[config.mk]
export PLATFORM = sky130hd
export DESIGN_NAME = id_ex_pipe_reg
export DESIGN_NICKNAME = d
export VERILOG_FILES = /design/src/rtl/id_ex_pipe_reg.sv
export SDC_FILE = /design/constraint.sdc
export NUM_CORES = 1
export LEC_CHECK = 0
export BUFFER_PORTS_ARGS = -buffer_cell sky130_fd_sc_hd__buf_2
export CAP_MARGIN = 10
export CORE_AREA = 2 2 135 137
export CTS_CLUSTER_SIZE = 14
export DETAILED_ROUTE_END_ITERATION = 8
export DIE_AREA = 0 0 137 139
export GPL_TIMING_DRIVEN = 1
export HOLD_SLACK_MARGIN = 0.15
export MAX_ROUTING_LAYER = met4
export PLACE_DENSITY = 0.68
export SETUP_SLACK_MARGIN = 0.02
export SKIP_CTS_REPAIR_TIMING = 1
export SLEW_MARGIN = 10
export SYNTH_ARGS = -nofsm -noshare
export SYNTH_HDL_FRONTEND = slang
export SYNTH_SLANG_ARGS = --single-unit
[constraint.sdc]
create_clock -name clk -period 3.9 [get_ports clk]
set_input_delay 0.585 -clock clk [delete_from_list [all_inputs] [get_ports clk]]
set_output_delay 0.585 -clock clk [all_outputs]
set_load 0.05 [all_outputs]
[src/rtl/id_ex_pipe_reg.sv]
// ID/EX pipeline register: captures decoded ID state, detects load-use hazards,
// inserts bubbles on hazard or flush, and counts both events with saturation.
module id_ex_pipe_reg #(
    parameter int XLEN  = 32,
    parameter int CNT_W = 16
) (
    input  logic             clk,
    input  logic             rst_n,
    input  logic             stall_in,
    input  logic             flush,
    input  logic             id_valid,
    input  logic [XLEN-1:0]  id_pc,
    input  logic [4:0]       id_rs1,
    input  logic [4:0]       id_rs2,
    input  logic [4:0]       id_rd,
    input  logic             id_rs1_used,
    input  logic             id_rs2_used,
    input  logic [XLEN-1:0]  id_rs1_data,
    input  logic [XLEN-1:0]  id_rs2_data,
    input  logic [XLEN-1:0]  id_imm,
    input  logic [3:0]       id_alu_op,
    input  logic             id_alu_src,
    input  logic             id_mem_rd_en,
    input  logic             id_mem_wr_en,
    input  logic             id_mem_to_reg,
    input  logic             id_reg_wr_en,
    input  logic             id_branch,
    input  logic             id_jump,
    output logic             ID_EX_valid,
    output logic [XLEN-1:0]  ID_EX_pc,
    output logic [4:0]       ID_EX_rs1,
    output logic [4:0]       ID_EX_rs2,
    output logic [4:0]       ID_EX_rd,
    output logic [XLEN-1:0]  ID_EX_rs1_data,
    output logic [XLEN-1:0]  ID_EX_rs2_data,
    output logic [XLEN-1:0]  ID_EX_imm,
    output logic [3:0]       ID_EX_alu_op,
    output logic             ID_EX_alu_src,
    output logic             ID_EX_mem_rd_en,
    output logic             ID_EX_mem_wr_en,
    output logic             ID_EX_mem_to_reg,
    output logic             ID_EX_reg_wr_en,
    output logic             ID_EX_branch,
    output logic             ID_EX_jump,
    output logic             load_use_stall,
    output logic [CNT_W-1:0] bubble_cnt,
    output logic [CNT_W-1:0] flush_cnt
);
    typedef struct packed {
        logic            valid;
        logic [XLEN-1:0] pc;
        logic [4:0]      rs1;
        logic [4:0]      rs2;
        logic [4:0]      rd;
        logic [XLEN-1:0] rs1_data;
        logic [XLEN-1:0] rs2_data;
        logic [XLEN-1:0] imm;
        logic [3:0]      alu_op;
        logic            alu_src;
        logic            mem_rd_en;
        logic            mem_wr_en;
        logic            mem_to_reg;
        logic            reg_wr_en;
        logic            branch;
        logic            jump;
    } ex_fields_t;

    localparam logic [CNT_W-1:0] CNT_MAX = '1;

    ex_fields_t       r_ex;
    ex_fields_t       w_id;
    logic [CNT_W-1:0] r_bubble_cnt;
    logic [CNT_W-1:0] r_flush_cnt;
    logic             w_rs1_hit;
    logic             w_rs2_hit;
    logic             w_hz;

    assign w_id = '{
        valid:      id_valid,
        pc:         id_pc,
        rs1:        id_rs1,
        rs2:        id_rs2,
        rd:         id_rd,
        rs1_data:   id_rs1_data,
        rs2_data:   id_rs2_data,
        imm:        id_imm,
        alu_op:     id_alu_op,
        alu_src:    id_alu_src,
        mem_rd_en:  id_mem_rd_en,
        mem_wr_en:  id_mem_wr_en,
        mem_to_reg: id_mem_to_reg,
        reg_wr_en:  id_reg_wr_en,
        branch:     id_branch,
        jump:       id_jump
    };

    // A load writing x0 never creates a dependency, so rd==0 is excluded.
    assign w_rs1_hit = id_rs1_used && (id_rs1 == r_ex.rd);
    assign w_rs2_hit = id_rs2_used && (id_rs2 == r_ex.rd);
    assign w_hz = r_ex.valid && r_ex.mem_rd_en && r_ex.reg_wr_en && (r_ex.rd != 5'd0)
                  && (w_rs1_hit || w_rs2_hit) && id_valid;

    assign load_use_stall = w_hz && !flush;

    always_ff @(posedge clk) begin
        if (!rst_n) begin
            r_ex         <= '0;
            r_bubble_cnt <= '0;
            r_flush_cnt  <= '0;
        end else if (flush) begin
            r_ex <= '0;
            if (r_flush_cnt != CNT_MAX) r_flush_cnt <= r_flush_cnt + 1'b1;
        end else if (!stall_in) begin
            if (w_hz) begin
                r_ex <= '0;
                if (r_bubble_cnt != CNT_MAX) r_bubble_cnt <= r_bubble_cnt + 1'b1;
            end else if (id_valid) begin
                r_ex <= w_id;
            end else begin
                // An empty ID slot becomes a full bubble so no stale rs/rd reaches forwarding.
                r_ex <= '0;
            end
        end
    end

    assign ID_EX_valid      = r_ex.valid;
    assign ID_EX_pc         = r_ex.pc;
    assign ID_EX_rs1        = r_ex.rs1;
    assign ID_EX_rs2        = r_ex.rs2;
    assign ID_EX_rd         = r_ex.rd;
    assign ID_EX_rs1_data   = r_ex.rs1_data;
    assign ID_EX_rs2_data   = r_ex.rs2_data;
    assign ID_EX_imm        = r_ex.imm;
    assign ID_EX_alu_op     = r_ex.alu_op;
    assign ID_EX_alu_src    = r_ex.alu_src;
    assign ID_EX_mem_rd_en  = r_ex.mem_rd_en;
    assign ID_EX_mem_wr_en  = r_ex.mem_wr_en;
    assign ID_EX_mem_to_reg = r_ex.mem_to_reg;
    assign ID_EX_reg_wr_en  = r_ex.reg_wr_en;
    assign ID_EX_branch     = r_ex.branch;
    assign ID_EX_jump       = r_ex.jump;
    assign bubble_cnt       = r_bubble_cnt;
    assign flush_cnt        = r_flush_cnt;
endmodule

* Word-level counts from Yosys, hierarchy flattened
Cells that the tools add are included. W data, S select, Z words.
Word-level totals: word-level logic and storage cells 43, bits of input ports 161, register bits 187, output and inout bits 188
Cells by class: mux-type cells 2, reductions and logical operators 14, add/subtract/negate cells 2, bitwise operators 3, equal/unequal tests 4
Operators by type and width (count):
- $mux W155 | 2
- $add A16 B1 Y16 const B | 2
- $ne A16 B16 Y1 const B | 2
- $eq A5 B5 Y1 | 2
- $logic_and A1 B1 Y1 | 8
- $reduce_bool A5 Y1 | 1
- $reduce_and A4 Y1 | 1
- $not A1 Y1 | 3
- $reduce_and A2 Y1 | 1
- $reduce_or A2 Y1 | 1
- $logic_not A1 Y1 | 1
- $logic_or A1 B1 Y1 | 1

* Depth between registers and ports, before layout
word-level depth 6, mapped depth 8, depth with buffers taken out 6

* Worst setup path before layout
No wires, ideal clock.
path type reg-to-output, start register r_ex, in the netlist ID_EX_rd[3], end output port load_use_stall, arrival 3031 ps, data required time 3315 ps, cell stages (with the launch flop) 6, buffers on the path 1, slack 284 ps, path through dfxtp_1 -> xor2_1 -> nor4_1 -> a32oi_1 -> clkbuf_1 -> nor4bb_1
On the way: longest elaborated chain between the ends 6, elaborated cells on any way between the ends 10, those cells by class eq/ne (2); reduce/logical (8)
Ends and longest elaborated chain:
- start, declared | line 70 | ex_fields_t r_ex;
- start signal, assigned | line 118 | r_ex <= w_id;
- $eq A5 B5 Y1 (on tied branches) | line 98, 99
- $logic_and A1 B1 Y1 (on tied branches) | line 98, 99
- $logic_or A1 B1 Y1 | line 101 | && (w_rs1_hit || w_rs2_hit) && id_valid;
- $logic_and A1 B1 Y1 * (2 in a row) | line 101
- $logic_and A1 B1 Y1 * | line 103 | assign load_use_stall = w_hz && !flush;
- end, declared | line 45 | output logic load_use_stall,
Every way passes the cells marked *; elsewhere a longest branch is shown, timed or not.

* Worst setup path in the final report
Ends and elaborated chain as after synthesis.

==> results by group <==
Clock network
  – Total CTS buffers: 17
  – Later-pin clock latency in the skew report: 0.42 ns
  – Longest Clk Path Bufs: 2
  – Clk sink count: 187
  – TritonCTS clock tree: built
  – CTS root buf: clkbuf_16
  – Clock slew at reported path FFs: 0.08 ns
  – H-Tree Depth: 4

Timing
  – Worst slew pin tran: 0.749 ns
  – Fin Clk Skew: 0.0124 ns
  – Fin crit period: 3.05 ns
  – Hold WS: 0.367 ns
  – Final hold violation count: 0
  – RSZ-0062 raised after global routing: no
  – Final Cycle Share: 78.2%
  – Final setup fails: 0
  – Setup TNS: 0 ns
  – Worst slew margin: 50.0%
  – Final Max Slew Viols: 0
  – Peak Freq: 328 MHz

Placement
  – IO buf count: 348
  – Inst Count DP: 1099
  – Routability cong.: 0.859
  – HPWL Detailed: 14000 um

Route
  – Iteration-0 DRC Markers: 385
  – Post-route DRC: 0
  – Wire length per cell: 17.4 um
  – Vias per Instance: 5.17
  – WL final: 19700 um
  – Detail Route Antenna Nets: 0
  – First-pass DRT Iterations: 5
  – Vias: 5849

GRT
  – Vias in the first global route: 5446
  – GRT Overall Usage: 20.7%
  – Met2 Use GR: 31.7%
  – Largest net degree at the start of global routing: 99
  – Met3 Usage GRT: 5.45%
  – Total grt overflow: 0
  – Met1 Use GR: 26.4%
  – Initial antenna violation count: 1
  – Busiest grt layer: met2
  – Global-route wire length before repair: 29900 um

Synth
  – Distinct cells, synth: 45
  – Most common cell in the synthesized netlist: dfxtp_1
  – Area leader, netlist: dfxtp_1
  – FFs w/ async S/R, synth: 0%
  – Synth top cells by count: dfxtp_1 (187), a22o_1 (154), clkbuf_1 (23), xor2_1 (19), nor2_1 (18)
  – Synth Area per Inst: 11.6 um^2
  – Synth warn: 0
  – Sequential fraction of the synthesis area: 57.7%
  – Synth Instances: 560
  – Yosys reg bits: 187
  – Ys flop type: dfxtp_1
  – Area share of the largest cell type after synthesis: 57.7%
  – Cell area after synthesis: 6490 um^2
  – Synth top area cells: dfxtp_1 (58%), a22o_1 (21%), xor2_1 (2.6%)
  – Syn_nets: 723
  – Post-synth EDFFs: 0

Worst setup path
  – Worst Setup Path Type: reg2out
  – Crit end category: output pin
  – Crit path max fanout: 20
  – Worst path required time: 3.31 ns
  – Arrival time worst endpoint: 2.47 ns
  – CP Launch Type: flip-flop

Run status
  – Status: finished clean

Die
  – Die ar.: 19000 um^2
  – Row count: 49
  – Die width: 137 um
  – Core footprint: 17700 um^2
  – Die height: 139 um
  – Starting Density: 36.8%
  – I/O pins: 349

Layout
  – Fillers: 1655
  – Layout area overhead: 37.7%
  – Final Util: 50.6%
  – Fin cells: 1131
  – Ratio of cells with drive above 1 in the final layout: 43.4%
  – Nets: 1052

Job
  – Max_cap viols: 0

Power and ir drop
  – PwrDens: 454 nW/um^2
  – Max IR drop VDD: 0.275 mV
  – Leak: 4.31 nW

Worst hold path
  – Worst hold path type: in2reg
==> final timing paths <==
kind	to	slack, ns	cells after the start	start
max	load_use_stall	0.85	6	ID_EX_rd[3]
min	ID_EX_imm[22]	0.37	2	id_imm[22]
max reg2reg	ID_EX_pc[29]	1.00	7	ID_EX_rd[3]
min reg2reg	ID_EX_rs2_data[10]	0.47	1	ID_EX_rs2_data[10]
==> kinds of logic after synthesis <==
kind of cell	after synthesis	synth area share (%)
flip-flops	187	57.7
XOR/XNOR	21	2.83
adder cells (fa/ha/maj)	2	0.385
buffers and inverters	48	4.18
multiplexers	2	0.308
AO/OA/AOI/OAI	200	25.6
AND/OR/NAND/NOR	100	9.04
==> worst max-delay path, stage by stage, from the launching register on <==
cell and delay [ns]:
dfxtp_1 0.38, xor2_1 0.18, nor4_1 0.43, a32oi_2 0.21
buf_4 0.23, nor4bb_1 0.29, buf_2 0.32
==> layout make-up <==
class	instances	area [um^2]	share of cell area, %
antenna	1	2.50	0.0280
tap	229	287	3.20
multi-input combinational	325	2500	28.0
timing repair buffer	354	1800	20.1
sequential	187	3740	41.9
clock buffer	17	425	4.76
clock inverter	14	169	1.89
inverter	4	15.0	0.168
==> cells in the final DEF, fill, tap and decap left out, types with 9 or more instances in the layout <==
master     count
a21oi_1       14
a22o_1       154
buf_2        348
clkbuf_16     17
dfxtp_1      187
nand2_1       15
nand4_1       16
nor2_1        18
o31ai_1        9
or4_1         11
xor2_1        19
==> per-stage QoR <==
| stage | setup WS, ns | instance area [um^2] | total power, W |
|---|---|---|---|
| global route | 0.706 | 8940 | 0.00421 |
| global placement | 0.760 | 8350 | 0.00235 |
| finish | 0.849 | 8940 | 0.00406 |
| CTS | 0.845 | 8940 | 0.00410 |
| floorplan | 0.284 | 6490 | 0.00221 |
| detailed placement | 0.738 | 8350 | 0.00235 |
==> power breakdown <==
part	switching, W	internal [W]	total [W]
clock network	0.000831	0.000920	0.00175
logic	0.000223	0.000118	0.000341
registers	0.0000226	0.00194	0.00197
total	0.00108	0.00298	0.00406
==> routing by layer <==
layer / share of wire (%) / vias up
met5: 0 / -
met1: 43 / 2777
met4: 2.0 / 0
met2: 49 / 229
li1: - / 2813
met3: 6.4 / 30
No activity file was read; power rests on OpenSTA's default activity.
